<file path="src/rtl/mod_counter_if.sv">
// ----------------------------------------------------------------------------
// mod_counter_if
// Bundle of the control, load, capture and status signals of mod_counter.
// The clock and reset are not part of this bundle; they stay plain ports.
//
//   master (driver side)  : drives enable, up_dn, sat_mode, load, load_val,
//                           ovf_clr, capture; observes out, tc, ovf, cap_val,
//                           cap_valid
//   slave  (counter side) : the mirror image of master
// ----------------------------------------------------------------------------
interface mod_counter_if #(
    parameter int WIDTH = 8
);
    logic             enable;
    logic             up_dn;
    logic             sat_mode;
    logic             load;
    logic [WIDTH-1:0] load_val;
    logic             ovf_clr;
    logic             capture;
    logic [WIDTH-1:0] out;
    logic             tc;
    logic             ovf;
    logic [WIDTH-1:0] cap_val;
    logic             cap_valid;

    modport master (
        output enable, up_dn, sat_mode, load, load_val, ovf_clr, capture,
        input  out, tc, ovf, cap_val, cap_valid
    );

    modport slave (
        input  enable, up_dn, sat_mode, load, load_val, ovf_clr, capture,
        output out, tc, ovf, cap_val, cap_valid
    );
endinterface

</file>
<file path="src/rtl/mod_counter.sv">
// ----------------------------------------------------------------------------
// mod_counter
// Up/down modulo counter with terminal value MAX_COUNT, selectable wrap or
// saturate behaviour at the boundaries, clamped synchronous load, a one-cycle
// terminal pulse (tc), a sticky boundary flag (ovf) and an optional snapshot
// register (cap_val / cap_valid).
//
// Ports:
//   clk    - single clock, all state updates on the rising edge
//   reset  - synchronous, active-high; clears every register
//   bus    - mod_counter_if.slave:
//              enable, up_dn, sat_mode, load, load_val, ovf_clr, capture (in)
//              out, tc, ovf, cap_val, cap_valid                         (out)
//
// Parameters:
//   WIDTH      - counter width in bits (2..32)
//   MAX_COUNT  - terminal value (1..2**WIDTH-1)
//
// Build option:
//   MOD_COUNTER_CAPTURE_EN - when defined, capture latches the pre-update
//   count into cap_val and pulses cap_valid for one cycle. When undefined,
//   capture is ignored and cap_val / cap_valid are tied to 0.
// ----------------------------------------------------------------------------
module mod_counter #(
    parameter int               WIDTH     = 8,
    parameter logic [WIDTH-1:0] MAX_COUNT = {WIDTH{1'b1}}
) (
    input  logic          clk,
    input  logic          reset,
    mod_counter_if.slave  bus
);

    // Loads above the terminal value are pulled down to it so the count can
    // never leave 0..MAX_COUNT.
    function automatic logic [WIDTH-1:0] clamp_load(input logic [WIDTH-1:0] v);
        return (v > MAX_COUNT) ? MAX_COUNT : v;
    endfunction

    // Value taken at a boundary: saturate holds the boundary, wrap jumps to
    // the opposite end of the range.
    function automatic logic [WIDTH-1:0] boundary_val(
        input logic             sat,
        input logic             up,
        input logic [WIDTH-1:0] cur
    );
        if (sat) begin
            return cur;
        end
        return up ? '0 : MAX_COUNT;
    endfunction

    logic [WIDTH-1:0] cnt_p1;
    logic             tc_p1;
    logic             ovf_p1;
    logic [WIDTH-1:0] cnt_nxt;
    logic             bnd;
    logic             count_evt;

    // Next count for an enabled step; bnd flags a boundary event.
    always_comb begin
        cnt_nxt = cnt_p1;
        bnd     = 1'b0;
        if (bus.up_dn) begin
            if (cnt_p1 >= MAX_COUNT) begin
                bnd     = 1'b1;
                cnt_nxt = boundary_val(bus.sat_mode, 1'b1, MAX_COUNT);
            end else begin
                cnt_nxt = cnt_p1 + 1'b1;
            end
        end else begin
            if (cnt_p1 == '0) begin
                bnd     = 1'b1;
                cnt_nxt = boundary_val(bus.sat_mode, 1'b0, '0);
            end else begin
                cnt_nxt = cnt_p1 - 1'b1;
            end
        end
    end

    // A boundary only counts when the enabled step actually happens, i.e.
    // load does not take precedence in the same cycle.
    assign count_evt = bus.enable && !bus.load && bnd;

    // ---- stage p1: count, terminal pulse, sticky flag ----
    always_ff @(posedge clk) begin
        if (reset) begin
            cnt_p1 <= '0;
            tc_p1  <= 1'b0;
            ovf_p1 <= 1'b0;
        end else begin
            if (bus.load) begin
                cnt_p1 <= clamp_load(bus.load_val);
            end else if (bus.enable) begin
                cnt_p1 <= cnt_nxt;
            end
            tc_p1 <= count_evt;
            // Setting beats clearing when both happen on the same edge.
            if (count_evt) begin
                ovf_p1 <= 1'b1;
            end else if (bus.ovf_clr) begin
                ovf_p1 <= 1'b0;
            end
        end
    end

    assign bus.out = cnt_p1;
    assign bus.tc  = tc_p1;
    assign bus.ovf = ovf_p1;

`ifdef MOD_COUNTER_CAPTURE_EN
    logic [WIDTH-1:0] cap_p1;
    logic             vld_p1;

    // ---- stage p1: snapshot of the count as it was before this edge ----
    always_ff @(posedge clk) begin
        if (reset) begin
            cap_p1 <= '0;
            vld_p1 <= 1'b0;
        end else begin
            vld_p1 <= bus.capture;
            if (bus.capture) begin
                cap_p1 <= cnt_p1;
            end
        end
    end

    assign bus.cap_val   = cap_p1;
    assign bus.cap_valid = vld_p1;
`else
    logic unused_capture;
    assign unused_capture = bus.capture;
    assign bus.cap_val    = '0;
    assign bus.cap_valid  = 1'b0;
`endif

endmodule

</file>
<file path="src/flat_wrapper.sv">
// flat-port wrapper written by rule: the top's interface ports become plain ports
module mod_counter_flat 
#(
    parameter int               WIDTH     = 8,
    parameter logic [WIDTH-1:0] MAX_COUNT = {WIDTH{1'b1}}
)
  (clk, reset, bus_enable, bus_up_dn, bus_sat_mode, bus_load, bus_load_val, bus_ovf_clr, bus_capture, bus_out, bus_tc, bus_ovf, bus_cap_val, bus_cap_valid);
  mod_counter_if #(.WIDTH(WIDTH)) bus_i ();
  input  logic clk;
  input  logic reset;
  input wire logic [$bits(bus_i.enable)-1:0] bus_enable;
  input wire logic [$bits(bus_i.up_dn)-1:0] bus_up_dn;
  input wire logic [$bits(bus_i.sat_mode)-1:0] bus_sat_mode;
  input wire logic [$bits(bus_i.load)-1:0] bus_load;
  input wire logic [$bits(bus_i.load_val)-1:0] bus_load_val;
  input wire logic [$bits(bus_i.ovf_clr)-1:0] bus_ovf_clr;
  input wire logic [$bits(bus_i.capture)-1:0] bus_capture;
  output wire logic [$bits(bus_i.out)-1:0] bus_out;
  output wire logic [$bits(bus_i.tc)-1:0] bus_tc;
  output wire logic [$bits(bus_i.ovf)-1:0] bus_ovf;
  output wire logic [$bits(bus_i.cap_val)-1:0] bus_cap_val;
  output wire logic [$bits(bus_i.cap_valid)-1:0] bus_cap_valid;
  assign bus_i.enable = bus_enable;
  assign bus_i.up_dn = bus_up_dn;
  assign bus_i.sat_mode = bus_sat_mode;
  assign bus_i.load = bus_load;
  assign bus_i.load_val = bus_load_val;
  assign bus_i.ovf_clr = bus_ovf_clr;
  assign bus_i.capture = bus_capture;
  assign bus_out = bus_i.out;
  assign bus_tc = bus_i.tc;
  assign bus_ovf = bus_i.ovf;
  assign bus_cap_val = bus_i.cap_val;
  assign bus_cap_valid = bus_i.cap_valid;
  mod_counter #(.WIDTH(WIDTH), .MAX_COUNT(MAX_COUNT)) u_core (.clk(clk), .reset(reset), .bus(bus_i));
endmodule
</file>
<file path="config.mk">
export PLATFORM = sky130hd
export DESIGN_NAME = mod_counter_flat
export DESIGN_NICKNAME = d
export VERILOG_FILES = /design/src/rtl/mod_counter_if.sv /design/src/rtl/mod_counter.sv /design/src/flat_wrapper.sv
export SDC_FILE = /design/constraint.sdc
export NUM_CORES = 1
export LEC_CHECK = 0
export ABC_AREA = 1
export BUFFER_PORTS_ARGS = -buffer_cell sky130_fd_sc_hd__buf_2
export CELL_PAD_IN_SITES_DETAIL_PLACEMENT = 2
export CELL_PAD_IN_SITES_GLOBAL_PLACEMENT = 2
export CORE_MARGIN = 5
export CORE_UTILIZATION = 24
export CTS_CLUSTER_DIAMETER = 30
export CTS_CLUSTER_SIZE = 14
export DETAILED_ROUTE_END_ITERATION = 8
export PLACE_DENSITY_LB_ADDON = 0.1
export SLEW_MARGIN = 20
export SYNTH_ARGS = -nofsm -noshare
export SYNTH_HDL_FRONTEND = slang
export SYNTH_SLANG_ARGS = --single-unit
</file>
<file path="constraint.sdc">
create_clock -name clk -period 1.9 [get_ports clk]
set_clock_uncertainty 0.2 [all_clocks]
set_input_delay 0.285 -clock clk [delete_from_list [all_inputs] [get_ports clk]]
set_output_delay 0.285 -clock clk [all_outputs]
set_load 0.03 [all_outputs]
</file>
==> flow_metrics.env <==
export IMPL_outcome="finished, final reports clean"
export IMPL_die_h_microns=73.2
export IMPL_fin_setup_tns_ns=0
export IMPL_max_stage_delay_ns=0.37
export IMPL_period_minus_slack_ns=1.72
export IMPL_p_clk_share_pct=33.0
export IMPL_crit_required_ns=1.87
export IMPL_initial_core_util_pct=24.3
export IMPL_drtAntennaViolNets=0
export IMPL_path_clk_slew_ns=0.05
export IMPL_num_vias=1153
export IMPL_seq_area_sq_um=201
export IMPL_cts_buffers=3
export IMPL_core_sq_um=3940
export IMPL_area_delta_synth_final_pct=27.0
export IMPL_crit_chain="inv_1, ha_1, nand3_1, nor2_1, nor2_2, nand2_1, nand3_1, nand2_1, a21oi_1"
export IMPL_wl_per_cell_microns=15.3
export IMPL_crit_path_start_kind="register"
export IMPL_ys_warn_count=0
export IMPL_drtIter0Drc=39
export IMPL_multi_input_area_sq_um=632
export IMPL_grt_max_degree=11
export IMPL_nets=213
export IMPL_track_usage_pct=14.5
export IMPL_dieArea_sq_um=5360
export IMPL_ioPinCount=35
export IMPL_drc=0
export IMPL_critPathBufInv=1
export IMPL_numClockSinks=10
export IMPL_dr_pass1_iters=4
export IMPL_synth_seq_cells=10
export IMPL_power_per_cell_area_nw_per_um2=686
export IMPL_grt_ovfl_total=0
export IMPL_rsz0062_at_grt="no"
export IMPL_max_freq_mhz=580
export IMPL_grt_pass1_vias=1227
export IMPL_power_frac_seq_pct=29.7
export IMPL_final_setup_viol_count=0
export IMPL_r2r_slack_ns=0.18
export IMPL_post_cts_buffers=0
export IMPL_synth_cells=160
export IMPL_fin_crit_sh_pct=90.7
export IMPL_worstSkewPairLatency_ns=0.24
export IMPL_num_rows=23
export IMPL_wl_mm=3.71
export IMPL_worst_setup_path_type="reg2reg"
export IMPL_hold_path_class="in2reg"
export IMPL_end_kind="register"
export IMPL_vdd_drop_max_mv=0.311
export IMPL_nFillCells=499
export IMPL_ctsLongestPathBuffers=2
export IMPL_maxCapViolCount=0
export IMPL_arrival_ns=1.69
export IMPL_cp_slowest_cell="dfxtp_2"
export IMPL_port_buffers=24
export IMPL_critPathTopFamily="simple AND/OR/NAND/NOR gates"
export IMPL_post_dp_hpwl_mm=3.19
export IMPL_root_buffer="clkbuf_8"
export IMPL_layout_drive_gt1_share_pct=25.4
export IMPL_p_sw_share_pct=38.2
export IMPL_gp_congestion=0.790
export IMPL_synth_seq_area_share_pct=20.9
export IMPL_power_switching_w=0.000319
export IMPL_finalHoldViolCount=0
export IMPL_vias_per_cell=4.74
export IMPL_place_inst=239
export IMPL_p_comb_share_pct=37.4
export IMPL_synthesis_area_sq_um=958
export IMPL_cts_tree="built"
export IMPL_htreeDepth=1
export IMPL_drv_slew=0
export IMPL_hold_buffers=0
export IMPL_p_leak_nw=0.640
export IMPL_antenna_cells=0
export IMPL_grt_pass1_wl_mm=5.97
export IMPL_final_cells=243
export IMPL_p_int_w=0.000516
export IMPL_synth_cell_types=25
export IMPL_cp_max_fo=6
export IMPL_avgSynthCellArea_sq_um=5.99
export IMPL_die_w_microns=73.2
export IMPL_grt_antenna_before_repair=0
power groups by stage:
stage	sequential (W)	combinational [W]	clock, W
3_3_place_gp	0.000252	0.000306	0
5_1_grt	0.000251	0.000350	0.000295
3_5_place_dp	0.000253	0.000316	0
4_1_cts	0.000249	0.000317	0.000282
2_1_floorplan	0.000273	0.000197	0
6_report	0.000248	0.000312	0.000275
area by class of cell:
cell class              count  area share, %
flip-flops and latches     10           16.5
well taps                  50           5.14
inverters                  17           5.24
repair buffers             35           16.6
multi-input cells         127           51.9
clock buffers               4           4.52
worst min-delay path, delay by kind of cell:
| kind | cells | cell delay [ns] |
|---|---|---|
| AOI/OAI and AO/OA | 1 | 0.06 |
| and+or+nand+nor | 1 | 0.09 |
| buffers and inverters | 1 | 0.07 |
cell usage after synthesis, drive strengths merged:
| cell type | count | area, sq um |
|---|---|---|
| nand2 | 48 | 183 |
| inv | 17 | 63.8 |
| nand3 | 17 | 85.1 |
| nor2 | 17 | 78.8 |
| buf | 12 | 85.1 |
| dfxtp | 10 | 200 |
| o21ai | 8 | 40.0 |
| a22oi | 7 | 52.6 |
| a21oi | 6 | 30.0 |
| ha | 3 | 37.5 |
| nand4 | 3 | 18.8 |
| clkbuf | 2 | 7.51 |
| nand3b | 2 | 15.0 |
| xor2 | 2 | 17.5 |
| a22o | 1 | 8.76 |
| conb | 1 | 3.75 |
| nor3 | 1 | 10.0 |
| o211ai | 1 | 7.51 |
| o21bai | 1 | 7.51 |
| o22ai | 1 | 6.26 |
metal layers:
metal	part of all wire (%)	vias up	GRT usage [%]
li1	-	571	-
met2	52	22	26.0
met1	44	558	17.9
met3	3.9	2	2.89
met4	0.38	0	2.46
met5	0	-	0
kinds of logic after synthesis:
family	Yosys count	share of synthesized area [%]
simple gates	88	40.7
fa+ha+maj	3	3.92
flops	10	20.9
compound gates	25	15.9
buf+inv	31	16.3
other cells	1	0.391
xor+xnor	2	1.83
path summary, 6_finish.rpt:
check,to,cells past startpoint,start
worst max-delay path,u_core.bus.out[4]$_SDFFE_PP0P_,9,u_core.bus.out[0]$_SDFFE_PP0P_
worst min-delay path,u_core.bus.ovf$_SDFFE_PP0P_,3,bus_ovf_clr
worst max register to register,u_core.bus.out[4]$_SDFFE_PP0P_,9,u_core.bus.out[0]$_SDFFE_PP0P_
worst min register to register,u_core.bus.ovf$_SDFFE_PP0P_,2,u_core.bus.ovf$_SDFFE_PP0P_
state kept, by name, indices dropped and copies added, names as in the netlist:
signal,count
u_core.bus.out,8
u_core.bus.ovf,1
u_core.bus.tc,1
per-stage QoR:
step                setup WS [ns]  power, W  util (%)  area (sq um)  hold slack (ns)
global route               0.0134  0.000896      30.9          1220            0.144
global placement           0.0870  0.000559      29.5          1160            0.267
floorplan                   0.116  0.000470         -           988            0.276
CTS                        0.0697  0.000848      30.9          1220            0.121
finish                      0.177  0.000835      30.9          1220            0.122
detailed placement         0.0213  0.000568      29.5          1160            0.270
layout by cell type, fill, tap and decap left out, types with 4 or more instances in the layout:
cell / count
dfxtp_1: 9
buf_2: 24
o21ai_0: 7
nor2_1: 13
buf_4: 11
inv_1: 14
nand3_1: 17
conb_1: 9
nand2_1: 47
a21oi_1: 6
clkbuf_8: 4
a22oi_1: 7
repair_timing:
action / CTS / global route
gates cloned: 0 / 0
resized for setup: 1 / 1
pin swaps: 0 / 0
setup endpoints to repair: 1 / 1
Power figures use the tool's default switching activity.
